[config.mk]
export PLATFORM = sky130hd
export DESIGN_NAME = run_sequencer
export DESIGN_NICKNAME = d
export VERILOG_FILES = /design/src/rtl/run_sequencer.sv
export SDC_FILE = /design/constraint.sdc
export NUM_CORES = 1
export LEC_CHECK = 0
export CAP_MARGIN = 10
export CORE_AREA = 2 2 77 79
export DETAILED_ROUTE_END_ITERATION = 8
export DIE_AREA = 0 0 79 81
export PLACE_DENSITY_LB_ADDON = 0.3
export SYNTH_ARGS = -nofsm -noshare
export SYNTH_HDL_FRONTEND = slang
export SYNTH_SLANG_ARGS = --single-unit
export TNS_END_PERCENT = 20
[constraint.sdc]
create_clock -name CLK -period 2.6 [get_ports CLK]
set_clock_uncertainty 0.1 [all_clocks]
set_input_delay 0.65 -clock CLK [delete_from_list [all_inputs] [get_ports CLK]]
set_output_delay 0.65 -clock CLK [all_outputs]
set_load 0.05 [all_outputs]
[src/rtl/run_sequencer.sv]
// run_sequencer: owns one program run of the accumulator CPU.
//   IDLE -> (go) LOAD -> (last beat) START -> RUN -> (halt) DONE -> (go) LOAD
// During LOAD the loader drives the DataRAM write port through mem_*.
// START holds cpu_start for START_CYCLES cycles, and RUN counts core cycles until halt.
// Optional feature macro: WATCHDOG_EN. When it is defined, RUN also ends once
// cycle_count reaches MAX_CYCLES, and timeout is set.
//
// Loader handshake: a beat transfers on a rising CLK edge where ld_valid and
// ld_ready are both high. ld_ready depends only on the state (high in LOAD)
// and never on ld_valid. The loader holds its beat stable until it transfers.

module run_sequencer #(
  parameter int          AW           = 8,
  parameter int          DW           = 8,
  parameter int          START_CYCLES = 2,
  parameter logic [15:0] MAX_CYCLES   = 16'hFFFF
) (
  input  logic          CLK,
  input  logic          RST_N,
  input  logic          go,
  input  logic          ld_valid,
  output logic          ld_ready,
  input  logic [AW-1:0] ld_addr,
  input  logic [DW-1:0] ld_data,
  input  logic          ld_last,
  output logic          mem_sel,
  output logic [AW-1:0] mem_addr,
  output logic [DW-1:0] mem_wdata,
  output logic          mem_we,
  output logic          cpu_start,
  input  logic          cpu_halt,
  output logic          busy,
  output logic          done,
  output logic          timeout,
  output logic [15:0]   cycle_count,
  output logic [AW:0]   load_count,
  output logic [2:0]    state_dbg
);

  typedef enum logic [2:0] {
    S_IDLE  = 3'd0,
    S_LOAD  = 3'd1,
    S_START = 3'd2,
    S_RUN   = 3'd3,
    S_DONE  = 3'd4
  } state_t;

`ifdef WATCHDOG_EN
  localparam logic WD_EN = 1'b1;
`else
  localparam logic WD_EN = 1'b0;
`endif

  localparam logic [3:0]  START_LAST = 4'(START_CYCLES - 1);
  localparam logic [AW:0] LOAD_MAX   = {1'b1, {AW{1'b0}}};

  state_t      state, state_nx;
  logic [3:0]  start_cnt;
  logic        timeout_q;
  logic        accept;
  logic        launch;
  logic        wd_hit;
  logic [15:0] cc_inc;

  // A beat transfers only while loading. This is written directly from state so that it does not loop through ld_ready.
  assign accept = ld_valid && (state == S_LOAD);
  // go is honoured only while parked in IDLE or DONE.
  assign launch = go && ((state == S_IDLE) || (state == S_DONE));
  // The cycle counter sticks at all-ones.
  assign cc_inc = (cycle_count == 16'hFFFF) ? cycle_count : cycle_count + 16'd1;
  // The watchdog fires on the RUN cycle that brings the count to the limit. A halt in that same cycle takes priority.
  assign wd_hit = WD_EN && (state == S_RUN) && !cpu_halt && (cc_inc == MAX_CYCLES);

  assign timeout   = timeout_q;
  assign state_dbg = state;

  // State register.
  always_ff @(posedge CLK or negedge RST_N) begin
    if (!RST_N) state <= S_IDLE;
    else        state <= state_nx;
  end

  // Next-state and state-decoded outputs.
  always_comb begin
    state_nx  = state;
    ld_ready  = 1'b0;
    cpu_start = 1'b0;
    busy      = 1'b0;
    done      = 1'b0;
    case (state)
      S_IDLE: begin
        if (go) state_nx = S_LOAD;
      end
      S_LOAD: begin
        ld_ready = 1'b1;
        busy     = 1'b1;
        if (accept && ld_last) state_nx = S_START;
      end
      S_START: begin
        cpu_start = 1'b1;
        busy      = 1'b1;
        if (start_cnt == START_LAST) state_nx = S_RUN;
      end
      S_RUN: begin
        busy = 1'b1;
        if (cpu_halt || wd_hit) state_nx = S_DONE;
      end
      S_DONE: begin
        done = 1'b1;
        if (go) state_nx = S_LOAD;
      end
      default: state_nx = S_IDLE;
    endcase
  end

  // Count the cycles spent in START. The count is held at zero outside START so that each entry begins fresh.
  always_ff @(posedge CLK or negedge RST_N) begin
    if (!RST_N)                 start_cnt <= 4'd0;
    else if (state != S_START)  start_cnt <= 4'd0;
    else                        start_cnt <= start_cnt + 4'd1;
  end

  // Loader-side write port: register each accepted beat. mem_sel trails state by one cycle so that it covers the final write.
  always_ff @(posedge CLK or negedge RST_N) begin
    if (!RST_N) begin
      mem_sel   <= 1'b0;
      mem_we    <= 1'b0;
      mem_addr  <= '0;
      mem_wdata <= '0;
    end else begin
      mem_sel <= (state == S_LOAD);
      mem_we  <= accept;
      if (accept) begin
        mem_addr  <= ld_addr;
        mem_wdata <= ld_data;
      end
    end
  end

  // Run statistics. They are cleared when a run launches, and otherwise they persist until the next go.
  always_ff @(posedge CLK or negedge RST_N) begin
    if (!RST_N) begin
      cycle_count <= 16'd0;
      load_count  <= '0;
      timeout_q   <= 1'b0;
    end else if (launch) begin
      cycle_count <= 16'd0;
      load_count  <= '0;
      timeout_q   <= 1'b0;
    end else begin
      if (accept && (load_count != LOAD_MAX)) load_count <= load_count + 1'b1;
      if (state == S_RUN)                     cycle_count <= cc_inc;
      if (wd_hit)                             timeout_q <= 1'b1;
    end
  end

endmodule

==> flow_summary.json, run 1 <==
{
  "yosysMostFrequentCell": "dfrtp_1",
  "required_ns": 1.85,
  "fin_crit_sh_pct": 97.0,
  "grt_use_total_pct": 18.2,
  "clk_latency_ns": 0.31,
  "multi_input_area_mm2": 0.00109,
  "num_rows": 28,
  "die_area_mm2": 0.00640,
  "grt_max_degree": 23,
  "place_hpwl_um": 3920,
  "critical_path_depth": 1,
  "holdWs_ns": 0.147,
  "leakagePower_nw": 1.41,
  "cp_max_fo": 12,
  "syn_nets": 249,
  "period_needed_ns": 2.52,
  "hold_viol": 0,
  "path_delay_family": "buffers and inverters",
  "clkTransAtPathRegs_ns": 0.10,
  "core-area_mm2": 0.00568,
  "place_area_mm2": 0.00323,
  "p_per_area_mw_per_mm2": 1030,
  "drc": 0,
  "slew_headroom_pct": 57.7,
  "clock_sinks": 50,
  "antenna_found_initial": 0,
  "grt_first_pass_wirelength_um": 9060,
  "synth_top_area_share_pct": 51.8,
  "cp_slowest_cell": "clkdlybuf4s50_1",
  "critPathKind": "reg2out",
  "port_buffers": 71,
  "antenna_cells": 0,
  "utilization_pct": 58.6,
  "slew_violations": 0,
  "final_area_mm2": 0.00333,
  "ctsHoldBuffers": 0,
  "finalSetupViolCount": 0,
  "grt_pass1_vias": 1901,
  "cp_num_buf_inv": 1,
  "start_util_pct": 42.5,
  "power_mw": 3.43,
  "synthArstFlopShare_pct": 100,
  "syn_to_final_growth_pct": 37.9,
  "clk_path_buf_depth": 2,
  "pin_count": 73,
  "yosysSeqAreaShare_pct": 51.8,
  "synth_area_per_cell_um2": 10.9,
  "ys_types": 47,
  "grt_remaining_overflow": 0,
  "synth_flop_cell": "dfrtp_1",
  "vias": 1958,
  "dr.first_iter.drc_count": 94,
  "ctsHtreeMaxLevel": 2,
  "fp.dieH_um": 81,
  "rsz0062_at_grt": "false",
  "die_w_um": 79,
  "synth.cell_area_mm2": 0.00241,
  "outcome": "finished, final reports clean",
  "worst_pin_slew_ns": 0.626,
  "place.gp.congestion": 0.830,
  "vias_per_cell": 5.26,
  "vdd_ir_drop_max_mv": 0.633,
  "yosys-top-cells-area": "dfrtp_1 52%, mux2_2 7.5%, nand2_1 2.8%",
  "postCtsResizedCells": 0,
  "wire_per_inst_um": 14.2,
  "nets": 323,
  "synth_warnings": 0,
  "routed_wl_um": 5260,
  "finalSetupTns_ns": 0,
  "seqCellArea_mm2": 0.00125,
  "drtPass1Iterations": 4,
  "cts-root-buf": "clkbuf_8",
  "synth-seq-cells": 50,
  "postCtsSetupRepairBufs": 0,
  "post_route_cells_drive_above_1_share_pct": 15.2,
  "end_kind": "output port",
  "yosys.area.top_type": "dfrtp_1",
  "max_cap_viol_count": 0,
  "rr_worst_depth": 4,
  "cts_buffers": 5,
  "path_cells": "clkdlybuf4s50_1",
  "drtAntennaViolNets": 0,
  "max_freq_mhz": 397,
  "synth_edf_count": 0,
  "cts_tree": "done",
  "arrival_ns": 1.77,
  "crit_path_max_incr_delay_ns": 0.88,
  "startpoint_type": "flip-flop",
  "synthCells": 222,
  "hold_class": "in2async",
  "nFillCells": 512,
  "yosys-top-cells-count": "50 x dfrtp_1, 18 x nand2_1, 16 x mux2_2"
}
-- routing by layer --
layer  vias to the layer above  global-route usage (%)  routed length, um
met3                         8                    3.56                195
li1                        951                       -                  -
met2                        44                    31.2               2670
met1                       955                    23.4               2310
met4                         0                    5.69                 90
met5                         -                       0                  0
-- registers in the layout, summed over array words and instances, names as in the netlist --
| register | cells |
|---|---|
| cycle_count | 16 |
| load_count | 9 |
| mem_addr | 8 |
| mem_sel | 1 |
| mem_wdata | 8 |
| mem_we | 1 |
| start_cnt | 4 |
| state_dbg | 3 |
-- power breakdown --
| group | switching (mW) | total [mW] | internal [mW] |
|---|---|---|---|
| combinational | 1.13 | 1.80 | 0.663 |
| clock | 0.278 | 0.477 | 0.200 |
| sequential | 0.183 | 1.16 | 0.974 |
| total | 1.59 | 3.43 | 1.84 |
-- cells in the final DEF, fill, tap and decap left out, drive strengths merged, types with 4 or more instances in the layout --
| cell type | instances |
|---|---|
| clkdlybuf4s50 | 65 |
| nand2 | 18 |
| and3 | 4 |
| buf | 11 |
| ha | 5 |
| nor4 | 4 |
| a21oi | 10 |
| inv | 7 |
| mux2 | 16 |
| clkbuf | 5 |
| nand4 | 9 |
| nand3 | 7 |
| xor2 | 6 |
| dfrtp | 50 |
| o31ai | 4 |
| nor2 | 14 |
| mux2i | 6 |
| or3 | 8 |
| o21ai | 10 |
-- cell type report --
type,instances,share of cell area [%]
clock buffer,5,2.07
tap,75,2.82
inverter,6,0.677
timing repair buffer,77,23.1
clock inverter,3,0.865
multi-input combinational,156,32.9
sequential,50,37.6
-- through the flow --
stage / setup slack (ns) / instances
floorplan: 0.158 / 222
global placement: 0.390 / 364
detailed placement: 0.355 / 364
CTS: 0.0609 / 372
global route: 0.0271 / 372
finish: 0.0785 / 372
-- final timing paths --
check	startpoint	endpoint	slack (ns)
worst max register to register	state_dbg[2]	cycle_count[9]	0.44
worst max-delay path	state_dbg[0]	state_dbg[0]	0.08
worst min-delay path	RST_N	mem_we	0.15
min in group CLK	start_cnt[0]	start_cnt[0]	0.40
max in group asynchronous	RST_N	cycle_count[5]	1.66
worst min register to register	start_cnt[0]	start_cnt[0]	0.40
-- cell families after synthesis --
| group | Yosys count | share of synthesized area [%] |
|---|---|---|
| compound gates | 32 | 8.04 |
| fa+ha+maj | 5 | 2.59 |
| mux | 22 | 9.95 |
| flops | 50 | 51.8 |
| simple gates | 87 | 21.2 |
| buf+inv | 16 | 3.01 |
| other cells | 1 | 0.155 |
| xor+xnor | 9 | 3.27 |
(Power assumes the default switching activity.)
==> run 2, diff against run 1 <==
--- a/config.mk
+++ b/config.mk
@@ -6,9 +6,9 @@
 export NUM_CORES = 1
 export LEC_CHECK = 0
 export CAP_MARGIN = 10
-export CORE_AREA = 2 2 77 79
+export CORE_AREA = 2 2 79 81
 export DETAILED_ROUTE_END_ITERATION = 8
-export DIE_AREA = 0 0 79 81
+export DIE_AREA = 0 0 81 83
 export PLACE_DENSITY_LB_ADDON = 0.3
 export SYNTH_ARGS = -nofsm -noshare
 export SYNTH_HDL_FRONTEND = slang
==> constraint.sdc (replaced) <==
create_clock -name CLK -period 2.1 [get_ports CLK]
set_clock_uncertainty 0.1 [all_clocks]
set_input_delay 0.525 -clock CLK [delete_from_list [all_inputs] [get_ports CLK]]
set_output_delay 0.525 -clock CLK [all_outputs]
set_load 0.05 [all_outputs]
==> run 2 against run 1 <==
Hold slack worse by 0.058 ns. Die area up 5.1%. First-iteration DRC count up 14%. Register-to-register slack worse by 0.31 ns. Critical path depth up 3. Count of clock-buffer cells in the layout unchanged. Cell count up 3.8%. Total power up 33%. Combinational power up 40%. Flip-flop and latch count unchanged. Wire length up 1.7%. Critical path type unchanged.
==> flow_summary.json, run 2 (synthesized netlist as in run 1, its figures left out) <==
{
  "drc": 0,
  "core-area_mm2": 0.00582,
  "crit_path_end": "cpu_start",
  "period_needed_ns": 2.07,
  "cp_max_fo": 11,
  "r2r_slack_ns": 0.13,
  "hold_viol": 0,
  "grt_pass1_vias": 1894,
  "leakagePower_nw": 1.64,
  "routed_wl_um": 5360,
  "vdd_ir_drop_max_mv": 0.942,
  "drtPass1Iterations": 4,
  "vias": 2020,
  "utilization_pct": 59.9,
  "startpoint_type": "flip-flop",
  "cts-root-buf": "clkbuf_8",
  "finalSetupTns_ns": 0,
  "antenna_cells": 0,
  "end_kind": "output port",
  "die_area_mm2": 0.00672,
  "clock_sinks": 50,
  "final_common_cell": "buf_4",
  "use_met2_pct": 26.8,
  "place_ws_ns": 0.107,
  "die_w_um": 81,
  "num_rows": 28,
  "clkTransAtPathRegs_ns": 0.09,
  "grt_remaining_overflow": 0,
  "seqCellArea_mm2": 0.00125,
  "start_util_pct": 41.5,
  "cp-startpoint": "state_dbg[2]",
  "drtAntennaViolNets": 0,
  "r2r-end": "cycle_count[9]",
  "pin_count": 73,
  "antenna_found_initial": 0,
  "arrival_ns": 1.45,
  "ctsHtreeMaxLevel": 2,
  "post_route_cells_drive_above_1_share_pct": 34.1,
  "holdWs_ns": 0.0884,
  "dr.first_iter.drc_count": 107,
  "clk_path_buf_depth": 2,
  "p_per_area_mw_per_mm2": 1310,
  "max_freq_mhz": 482,
  "reg2reg_from": "cycle_count[0]",
  "fp.dieH_um": 83,
  "rr_worst_depth": 6,
  "largest_reg_flops": 16,
  "outcome": "finished, final reports clean",
  "critPathKind": "reg2out",
  "nFillCells": 534,
  "place_hpwl_um": 4020,
  "use_met1_pct": 22.1,
  "grt_max_degree": 51,
  "hold_class": "in2async",
  "grt_first_pass_wirelength_um": 8890,
  "vias_per_cell": 5.23,
  "regMostFlops": "cycle_count",
  "use_met3_pct": 3.70,
  "max_cap_viol_count": 0,
  "grt_use_total_pct": 16.7,
  "dp_cells": 379,
  "slew_headroom_pct": 65.0,
  "final_cell_count_no_fill": 386,
  "slew_violations": 0,
  "cts_buffers": 5,
  "final_cell_mix": "57 x buf_4, 50 x dfrtp_1, 20 x clkdlybuf4s50_1",
  "nets": 338,
  "required_ns": 1.47,
  "syn_to_final_growth_pct": 44.3,
  "ctsHoldBuffers": 0,
  "reg.largest.list": "cycle_count x16, load_count x9",
  "place.gp.congestion": 0.797,
  "cts_tree": "done",
  "port_buffers": 71,
  "fin_crit_sh_pct": 98.7,
  "setup_ws_ns": 0.0269,
  "top_usage_layer": "met2",
  "rsz0062_at_grt": "true",
  "multi_input_area_mm2": 0.00113,
  "wire_per_inst_um": 13.9,
  "clk_latency_ns": 0.30,
  "worst_pin_slew_ns": 0.521,
  "finalSetupViolCount": 0
}
-- run 2: cell type report --
| cell class | instances | area share (%) |
|---|---|---|
| clock buffers | 5 | 1.98 |
| flip-flops and latches | 50 | 35.9 |
| multi-input cells | 156 | 32.5 |
| inverters | 6 | 0.647 |
| clock inverters | 2 | 1.11 |
| repair buffers | 92 | 25.1 |
| well taps | 75 | 2.69 |
-- run 2: critical path, cell delays in order, from the launching register on --
cell and delay, ns:
dfrtp_1 0.40, buf_6 0.16, or3b_4 0.39, inv_2 0.08, buf_12 0.13
-- run 2: worst min path at each step --
stage | end | depth (start not counted) | slack [ns]
4_1_cts | mem_wdata[3] | 2 | 0.09
3_5_place_dp | start_cnt[0] | 1 | 0.38
3_3_place_gp | start_cnt[0] | 1 | 0.38
6_report | mem_addr[1] | 2 | 0.09
2_1_floorplan | cycle_count[0] | 0 | 0.13
5_1_grt | mem_wdata[3] | 2 | 0.11
-- run 2: through the flow --
step,cell area [um2],total power [mW]
after floorplan,2440,2.94
after global placement,3340,3.87
after detailed placement,3340,3.90
after CTS,3460,4.60
after global routing,3480,4.79
final,3480,4.56
-- run 2: timing repair --
item / 4_1_cts / 5_1_grt
buffers inserted: 0 / 0
resized for setup: 5 / 6
endpoints found under the setup margin: 2 / 8
-- run 2: routing by layer --
metal  routed length [um]  vias up
met3                  243        6
met5                    0        -
met1                 2370      990
met2                 2660       45
met4                   79        0
li1                     -      979
-- run 2: power breakdown --
part	switching, mW	leakage (nW)	internal (mW)
combinational	1.53	0.926	0.988
clock	0.310	0.0542	0.350
sequential	0.173	0.656	1.21
total	2.01	1.64	2.55
==> run 3, diff against run 2 <==
--- a/config.mk
+++ b/config.mk
@@ -6,9 +6,10 @@
 export NUM_CORES = 1
 export LEC_CHECK = 0
 export CAP_MARGIN = 10
-export CORE_AREA = 2 2 79 81
+export CORE_AREA = 2 2 78 80
+export CTS_BUF_LIST = sky130_fd_sc_hd__clkbuf_8
 export DETAILED_ROUTE_END_ITERATION = 8
-export DIE_AREA = 0 0 81 83
+export DIE_AREA = 0 0 80 82
 export PLACE_DENSITY_LB_ADDON = 0.3
 export SYNTH_ARGS = -nofsm -noshare
 export SYNTH_HDL_FRONTEND = slang
==> run 3 against run 2 <==
Register-to-register slack gained 0.03 ns. Sequential power is essentially flat. Non-clock buffer count shrank 2. Hold slack lost 0.0075 ns. Combinational power shrank 2%. Critical path type unchanged. Largest cell class unchanged. Largest power group unchanged. Highest routed layer unchanged.
==> flow_summary.json, run 3 (synthesized netlist as in run 1, its figures left out) <==
{
  "fp.dieH_um": 82,
  "slew_violations": 0,
  "nFillCells": 516,
  "clock_sinks": 50,
  "dp_cells": 377,
  "cts_tree": "done",
  "seqCellArea_mm2": 0.00125,
  "critPathKind": "reg2out",
  "vdd_ir_drop_max_mv": 0.845,
  "regMostFlops": "cycle_count",
  "ctsHtreeMaxLevel": 2,
  "reg.largest.list": "cycle_count x16, load_count x9",
  "port_buffers": 71,
  "syn_to_final_growth_pct": 42.8,
  "grt_remaining_overflow": 0,
  "drtPass1Iterations": 4,
  "post_route_cells_drive_above_1_share_pct": 34.2,
  "required_ns": 1.47,
  "vias_per_cell": 5.22,
  "startpoint_type": "flip-flop",
  "grt_first_pass_wirelength_um": 9360,
  "drc": 0,
  "cts-root-buf": "clkbuf_8",
  "multi_input_area_mm2": 0.00113,
  "grt_use_total_pct": 18.3,
  "clk_path_buf_depth": 2,
  "leakagePower_nw": 1.60,
  "grt_max_degree": 51,
  "place.gp.congestion": 0.835,
  "max_cap_viol_count": 0,
  "die_area_mm2": 0.00656,
  "pin_count": 73,
  "die_w_um": 80,
  "antenna_found_initial": 0,
  "antenna_cells": 0,
  "period_needed_ns": 2.05,
  "final_cell_mix": "56 x buf_4, 50 x dfrtp_1, 20 x clkdlybuf4s50_1",
  "core-area_mm2": 0.00575,
  "final_cell_count_no_fill": 385,
  "routed_wl_um": 5530,
  "slew_headroom_pct": 66.6,
  "cts_buffers": 5,
  "fin_crit_sh_pct": 97.5,
  "nets": 336,
  "clkTransAtPathRegs_ns": 0.10,
  "max_freq_mhz": 488,
  "hold_class": "in2async",
  "r2r_slack_ns": 0.16,
  "clk_latency_ns": 0.31,
  "start_util_pct": 42.0,
  "finalSetupViolCount": 0,
  "power_mw": 4.47,
  "finalSetupTns_ns": 0,
  "final_common_cell": "buf_4",
  "vias": 2009,
  "setup_ws_ns": 0.0523,
  "rsz0062_at_grt": "true",
  "place_hpwl_um": 3950,
  "wire_per_inst_um": 14.4,
  "num_rows": 28,
  "grt_pass1_vias": 2068,
  "hold_viol": 0,
  "cp_max_fo": 10,
  "largest_reg_flops": 16,
  "drtAntennaViolNets": 0,
  "postCtsSetupRepairBufs": 0,
  "end_kind": "output port",
  "dr.first_iter.drc_count": 113,
  "place_ws_ns": 0.0964,
  "outcome": "finished, final reports clean",
  "holdWs_ns": 0.0809,
  "p_per_area_mw_per_mm2": 1300,
  "worst_pin_slew_ns": 0.500,
  "arrival_ns": 1.42,
  "ctsHoldBuffers": 0
}
[run 3: final timing paths]
path / start / to / cells past startpoint
hold / removal: RST_N / mem_wdata[3] / 2
min in group CLK: start_cnt[0] / start_cnt[0] / 1
hold reg to reg: start_cnt[0] / start_cnt[0] / 1
setup reg to reg: cycle_count[4] / cycle_count[9] / 4
max in group asynchronous: RST_N / cycle_count[2] / 2
setup / recovery: state_dbg[0] / done / 4
[run 3: cell type report]
type	count	share of cell area, %
clock buffers	6	2.40
clock inverters	2	0.508
multi-input cells	156	32.8
flip-flops and latches	50	36.3
inverters	6	0.654
repair buffers	90	24.6
well taps	75	2.72
[run 3: where the power goes]
| group | internal [mW] | leakage [nW] | switching (mW) |
|---|---|---|---|
| Sequential | 1.21 | 0.656 | 0.171 |
| Clock | 0.272 | 0.0514 | 0.341 |
| Combinational | 0.964 | 0.896 | 1.52 |
[run 3: repair_timing]
action / CTS / global route
resized for setup: 4 / 6
pin swaps: 0 / 0
endpoints found under the setup margin: 4 / 6
hold endpoints to repair: 0 / 0
[run 3: layer usage]
| layer | wire [um] | global-route usage (%) | vias to the layer above |
|---|---|---|---|
| met2 | 2790 | 30.6 | 39 |
| met3 | 209 | 3.85 | 11 |
| met5 | 0 | 0 | - |
| met1 | 2410 | 22.6 | 988 |
| met4 | 127 | 8.98 | 0 |
| li1 | - | - | 971 |
[run 3: per-stage QoR]
step | instance area, um2 | utilization, %
floorplan | 2440 | -
global placement | 3330 | 57.9
detailed placement | 3330 | 57.9
CTS | 3430 | 59.7
global route | 3450 | 60.0
finish | 3450 | 60.0
[run 3: worst max-delay path, stage by stage, from the launching register on]
cell     delay [ns]
dfrtp_1        0.43
buf_4          0.20
nor2_2         0.18
and2_4         0.18
buf_12         0.13
